[src/rtl/fmac_fifo_rd_framer.sv]
`default_nettype none
// ============================================================================
// Module      : fmac_fifo_rd_framer
// Description : Read-side framer for the 4Kx32 MAC packet FIFO. Pops
//               length-prefixed packets, absorbs the FIFO read latency and
//               downstream backpressure with a small skid buffer, and emits
//               a valid/ready word stream with sop/eop/byte-enables.
//               Optional statistics outputs: define FMAC_RDFRAMER_STATS_EN.
// Revision    : 1.0 - initial release
// ============================================================================
module fmac_fifo_rd_framer #(
  parameter int WIDTH   = 32,
  parameter int PTR     = 12,
  parameter int MAX_LEN = 1518,
  parameter int SKID    = 4
) (
  input  logic             clk,
  input  logic             reset_,
  input  logic             fifo_rdempty,
  input  logic [PTR:0]     fifo_rdusedw,
  output logic             fifo_rdreq,
  input  logic [WIDTH-1:0] fifo_q,
  output logic             out_valid,
  input  logic             out_ready,
  output logic [WIDTH-1:0] out_data,
  output logic             out_sop,
  output logic             out_eop,
  output logic [3:0]       out_be,
  output logic             pkt_err
`ifdef FMAC_RDFRAMER_STATS_EN
  ,
  output logic [31:0]      pkt_cnt,
  output logic [15:0]      drop_cnt,
  output logic [PTR:0]     max_used
`endif
);

  localparam int SPW  = $clog2(SKID);
  localparam int OCCW = SPW + 1;
  localparam int SUMW = OCCW + 1;
  localparam int ENTW = WIDTH + 6;
  localparam int TAGW = 8;

  localparam logic [15:0]     MAX_LEN_W = 16'(MAX_LEN);
  localparam logic [SUMW-1:0] SKID_W    = SUMW'(SKID);

  // Request tag kinds: {kind[1:0], sop, eop, be[3:0]}
  localparam logic [1:0] TAG_HDR  = 2'd1;
  localparam logic [1:0] TAG_DATA = 2'd2;
  localparam logic [1:0] TAG_DROP = 2'd3;

  typedef enum logic [1:0] {
    S_IDLE = 2'd0,
    S_HDR  = 2'd1,
    S_DATA = 2'd2,
    S_DROP = 2'd3
  } state_t;

  state_t            state, state_n;
  logic              active;
  logic [15:0]       rem, rem_n;
  logic              first, first_n;
  logic [3:0]        be_last, be_n;
  logic              err_n;

  logic [TAGW-1:0]   tag_mem [2];
  logic              tag_wp, tag_rp;
  logic [1:0]        tag_cnt;
  logic              ret;
  logic [TAGW-1:0]   ret_tag, req_tag;
  logic              ret_hdr;

  logic [ENTW-1:0]   skid_mem [SKID];
  logic [SPW-1:0]    skid_wp, skid_rp;
  logic [OCCW-1:0]   occ;
  logic              push, pop;

  logic [15:0]       hdr_len, hdr_wc;
  logic [3:0]        hdr_be;
  logic              hdr_drop;
  logic              space, can_req;
  logic [1:0]        data_kind;

  // Returned word is identified by the tag of the oldest outstanding request
  assign ret_tag   = tag_mem[tag_rp];
  assign ret_hdr   = ret & (ret_tag[7:6] == TAG_HDR);
  assign push      = ret & (ret_tag[7:6] == TAG_DATA);

  assign hdr_len   = fifo_q[15:0];
  assign hdr_wc    = 16'((17'(hdr_len) + 17'd3) >> 2);
  assign hdr_drop  = hdr_len > MAX_LEN_W;

  // Requests in flight are counted so the skid buffer can never overflow
  assign space     = (SUMW'(occ) + SUMW'(tag_cnt)) < SKID_W;
  assign can_req   = active & ~fifo_rdempty & space;

  assign out_valid = occ != '0;
  assign pop       = out_valid & out_ready;
  assign {out_sop, out_eop, out_be, out_data} = skid_mem[skid_rp];
  assign data_kind = (state == S_DROP) ? TAG_DROP : TAG_DATA;

  // Byte enables of the final word from the residual byte count
  always_comb begin
    hdr_be = 4'hF;
    case (hdr_len[1:0])
      2'd1:    hdr_be = 4'h1;
      2'd2:    hdr_be = 4'h3;
      2'd3:    hdr_be = 4'h7;
      default: hdr_be = 4'hF;
    endcase
  end

  // Next-state, read request and request tag generation
  always_comb begin
    state_n    = state;
    fifo_rdreq = 1'b0;
    req_tag    = '0;
    rem_n      = rem;
    first_n    = first;
    be_n       = be_last;
    err_n      = 1'b0;
    case (state)
      S_IDLE: begin
        if (can_req) begin
          fifo_rdreq = 1'b1;
          req_tag    = {TAG_HDR, 6'd0};
          state_n    = S_HDR;
        end
      end
      S_HDR: begin
        if (ret_hdr) begin
          be_n = hdr_be;
          if (hdr_len == 16'd0) begin
            err_n   = 1'b1;
            state_n = S_IDLE;
          end else begin
            err_n = hdr_drop;
            // First data request goes out in the same cycle the header lands
            if (can_req) begin
              fifo_rdreq = 1'b1;
              req_tag    = {(hdr_drop ? TAG_DROP : TAG_DATA), 1'b1,
                            (hdr_wc == 16'd1),
                            ((hdr_wc == 16'd1) ? hdr_be : 4'hF)};
              rem_n      = hdr_wc - 16'd1;
              first_n    = 1'b0;
              state_n    = (hdr_wc == 16'd1) ? S_IDLE :
                           (hdr_drop ? S_DROP : S_DATA);
            end else begin
              rem_n   = hdr_wc;
              first_n = 1'b1;
              state_n = hdr_drop ? S_DROP : S_DATA;
            end
          end
        end
      end
      S_DATA, S_DROP: begin
        if (can_req) begin
          fifo_rdreq = 1'b1;
          req_tag    = {data_kind, first, (rem == 16'd1),
                        ((rem == 16'd1) ? be_last : 4'hF)};
          rem_n      = rem - 16'd1;
          first_n    = 1'b0;
          if (rem == 16'd1) begin
            state_n = S_IDLE;
          end
        end
      end
      default: state_n = S_IDLE;
    endcase
  end

  // State register, packet context and error pulse; active gates requests in reset
  always_ff @(posedge clk or negedge reset_) begin
    if (!reset_) begin
      state   <= S_IDLE;
      active  <= 1'b0;
      rem     <= '0;
      first   <= 1'b0;
      be_last <= '0;
      pkt_err <= 1'b0;
    end else begin
      state   <= state_n;
      active  <= 1'b1;
      rem     <= rem_n;
      first   <= first_n;
      be_last <= be_n;
      pkt_err <= err_n;
    end
  end

  // Two-entry tag FIFO tracking requests whose data has not yet returned
  always_ff @(posedge clk or negedge reset_) begin
    if (!reset_) begin
      tag_mem[0] <= '0;
      tag_mem[1] <= '0;
      tag_wp     <= 1'b0;
      tag_rp     <= 1'b0;
      tag_cnt    <= '0;
      ret        <= 1'b0;
    end else begin
      ret <= fifo_rdreq;
      if (fifo_rdreq) begin
        tag_mem[tag_wp] <= req_tag;
        tag_wp          <= ~tag_wp;
      end
      if (ret) begin
        tag_rp <= ~tag_rp;
      end
      case ({fifo_rdreq, ret})
        2'b10:   tag_cnt <= tag_cnt + 2'd1;
        2'b01:   tag_cnt <= tag_cnt - 2'd1;
        default: tag_cnt <= tag_cnt;
      endcase
    end
  end

  // Skid buffer: data words with their sop/eop/be tags, popped by downstream
  always_ff @(posedge clk or negedge reset_) begin
    if (!reset_) begin
      for (int i = 0; i < SKID; i++) begin
        skid_mem[i] <= '0;
      end
      skid_wp <= '0;
      skid_rp <= '0;
      occ     <= '0;
    end else begin
      if (push) begin
        skid_mem[skid_wp] <= {ret_tag[5:0], fifo_q};
        skid_wp           <= skid_wp + 1'b1;
      end
      if (pop) begin
        skid_rp <= skid_rp + 1'b1;
      end
      case ({push, pop})
        2'b10:   occ <= occ + 1'b1;
        2'b01:   occ <= occ - 1'b1;
        default: occ <= occ;
      endcase
    end
  end

`ifdef FMAC_RDFRAMER_STATS_EN
  // Packet, drop and FIFO high-water statistics
  always_ff @(posedge clk or negedge reset_) begin
    if (!reset_) begin
      pkt_cnt  <= '0;
      drop_cnt <= '0;
      max_used <= '0;
    end else begin
      if (pop & out_eop) begin
        pkt_cnt <= pkt_cnt + 32'd1;
      end
      if (err_n && (drop_cnt != 16'hFFFF)) begin
        drop_cnt <= drop_cnt + 16'd1;
      end
      if (fifo_rdusedw > max_used) begin
        max_used <= fifo_rdusedw;
      end
    end
  end
`else
  logic unused_rdusedw;
  assign unused_rdusedw = ^fifo_rdusedw;
`endif

endmodule
`default_nettype wire

[config.mk]
export PLATFORM = sky130hd
export DESIGN_NAME = fmac_fifo_rd_framer
export DESIGN_NICKNAME = d
export VERILOG_FILES = /design/src/rtl/fmac_fifo_rd_framer.sv
export SDC_FILE = /design/constraint.sdc
export NUM_CORES = 1
export LEC_CHECK = 0
export ABC_CLOCK_PERIOD_IN_PS = 7100
export CAP_MARGIN = 10
export CORE_ASPECT_RATIO = 0.7
export CORE_MARGIN = 1
export CORE_UTILIZATION = 40
export CTS_BUF_LIST = sky130_fd_sc_hd__clkbuf_4 sky130_fd_sc_hd__clkbuf_8 sky130_fd_sc_hd__clkbuf_16
export DETAILED_ROUTE_END_ITERATION = 10
export GPL_TIMING_DRIVEN = 0
export PLACE_DENSITY = 0.65
export REMOVE_ABC_BUFFERS = 1
export SYNTH_ARGS = -nofsm -noshare
export SYNTH_HDL_FRONTEND = slang
export SYNTH_SLANG_ARGS = --single-unit
[constraint.sdc]
create_clock -name clk -period 7.1 [get_ports clk]
set_input_delay 1.775 -clock clk [delete_from_list [all_inputs] [get_ports clk]]
set_output_delay 1.775 -clock clk [all_outputs]
set_load 0.01 [all_outputs]
==> summary.txt <==
IO buf count - 76
clock tree sinks - 205
Antenna diodes - 0
row cnt - 48
setup bufs post-CTS - 0
Setup crit end kind - primary output
drt pass-1 iters - 8
Avg WL per Cell - 18.2 um
worst r2r dst - rem[5]$_DFFE_PN0P_
PostCTS Resize Cnt - 0
maximum VDD drop - 0.188 mV
final setup vio count - 0
post-synthesis cell type count - 62
first-pass GRT wire length - 37100 um
DP HPWL - 14800 um
fin. max-slew vios - 0
placed cell area - 11300 um2
layout cells sized above 1 - 0.244
core box area - 24800 um2
MaxCap Viol Count - 0
clock latency on the worst-skew pair - 500 ps
Pwr Total - 4.05 mW
Fmax - 151 MHz
share of the synthesized area in the top cell type - 0.504
worst setup path class - in -> out
initial core utilization - 0.410
final cell count without fillers - 1233
final instance area - 12000 um2
hold_sp - be_last[0]$_DFFE_PN0P_
WL met3 - 1260 um
Die Span Y - 135 um
Tcrit/Tclk final - 0.936
Seq/Total Area, Yosys - 0.504
wire length on met2 - 9650 um
most common cell after layout, fill and taps aside - dfrtp_1
hold crit path type - reg -> reg
# DRC - 10
worst path arrival time - 4870 ps
via/cell ratio - 5.45
CP Max Fanout - 17
Post-DRT Antenna Nets - 0
Setup TNS - 0 ps
Critical R2R Launch - occ[1]$_DFFE_PN0P_
H-tree levels - 1
Power Dens Cells - 337 nW/um2
hold slack - 475 ps
Clk pin slew, worst setup/hold paths - 70 ps
CTS Hold Bufs - 0
Startpoint Class - input pin
Leak - 4.90 nW
initial DRC count - 414
CTS Root Cell - clkbuf_16
ys flop type - dfrtp_1
post-route clock skew - 11.2 ps
Final Util - 0.485
Slew headroom - 0.362
pin count of the biggest net entering global routing - 118
worst slack, placed - 466 ps
Post-synth EDFFs - 0
violated checks - DRC
flop2flop setup slack - 3880 ps
Max stage delay on crit path - 550 ps
Total Routing Usage GR - 0.180
post-layout worst setup margin - 458 ps
min cycle time layout - 6640 ps
Yosys reg bits - 205
Synth Cell Area - 10200 um2
Hold Fails Final Rpt - 0
Yosys top cell by area - dfrtp_1
Synth warnings - 0
vias in the first global route - 6775
RSZ-0062 raised after global routing - false
measured slew at the worst slew-check pin - 957 ps
Async SR Flop Fraction - 1.00
RePlAce Congestion - 0.778
max layer used - met4
die area - 26100 um2
Nets - 959
clk buf depth - 3
Ports - 90
Die W - 193 um
Total Wirelength - 22400 um
Cells after Synth - 844
Syn Area/Cell - 12.1 um2
GRT Residual Overflow - 0
Layout area overhead - 18.2%
status - complete, but fails checks
placed cell count - 1197
TritonCTS clock tree - built
reg2reg path depth - 8
crit-path cells - clkdlybuf4s50_1, inv_1, ha_1, nor3b_1, nand3_1, o21ba_2, o21ai_2, inv_1, clkdlybuf4s50_1
Req. time, crit path - 5330 ps
synth top area cells - dfrtp_1 (50%), mux2_2 (13%), mux4_2 (8.4%)
Vias - 6719
most frequent cells in the layout - dfrtp_1 (203), mux2_2 (119), nand2_1 (77), o21ai_0 (77), clkdlybuf4s50_1 (75)
Slowest cell on crit path - clkdlybuf4s50_1
hold path cells - 1
TritonCTS Buffers - 21
met1 wire length - 11200 um
antenna violations before repair - 0
WHS Endpoint - be_last[0]$_DFFE_PN0P_
-- final cells by class --
class	count	area [um2]
fill	2228	12800
sequential	205	5130
multi-input combinational	566	4760
timing repair buffer	83	921
clock buffer	30	643
tap	325	407
clock inverter	6	105
inverter	18	67.6
-- layer usage --
metal	vias up	track usage
li1	3153	-
met4	0	0.0354
met5	-	0
met1	3411	0.268
met3	21	0.0412
met2	134	0.266
-- state kept, by name, summed over array words and instances, names as in the netlist --
signal	flops
skid_mem	152
tag_cnt	2
pkt_err	1
ret	1
first	1
tag_mem	16
tag_wp	1
active	1
tag_rp	1
skid_wp	2
rem	16
occ	3
state	2
skid_rp	2
be_last	4
-- worst max-delay path: cells and delay by family --
family | cells | cell delay (ps)
fa+ha+maj | 1 | 400
compound gates | 2 | 670
buf+inv | 4 | 1460
simple gates | 2 | 550
-- cell usage after synthesis, types with 10 or more instances --
master,number
buf_1,10
buf_2,11
clkbuf_1,30
dfrtp_1,205
ha_1,14
inv_1,18
mux2_2,119
mux2i_1,17
mux4_2,38
nand2_1,81
nand3_1,17
nor2_1,37
nor3_1,17
o21ai_0,77
xnor2_1,25
xor2_1,12
-- report_power, final --
group / switching (mW) / internal, mW / leakage, nW / total, mW
registers: 0.202 / 1.40 / 2.44 / 1.60
clock network: 0.460 / 0.735 / 0.375 / 1.20
logic: 0.535 / 0.720 / 2.08 / 1.26
-- cells by family (layout without fill, tap and decap cells) --
group	count (synthesis)	in the layout	synth area share
buffers and inverters	73	137	0.0297
flip-flops	205	205	0.504
XOR/XNOR	37	37	0.0318
AO/OA/AOI/OAI	140	140	0.0864
other	1	1	0.000368
multiplexers	174	174	0.232
adder cells (fa/ha/maj)	15	15	0.0192
AND/OR/NAND/NOR	199	199	0.0960
-- worst max-delay path by stage --
stage,startpoint,to,slack (ps),cells past startpoint
6_report,fifo_q[1],fifo_rdreq,460,9
5_1_grt,fifo_q[0],fifo_rdreq,240,9
4_1_cts,fifo_q[1],fifo_rdreq,470,9
3_5_place_dp,fifo_q[1],fifo_rdreq,470,9
3_3_place_gp,reset_,skid_mem[12]$_DFFE_PN0P_,-4560,1
2_1_floorplan,fifo_q[0],fifo_rdreq,2120,7
Note: power is estimated with default switching activity, not from simulation.
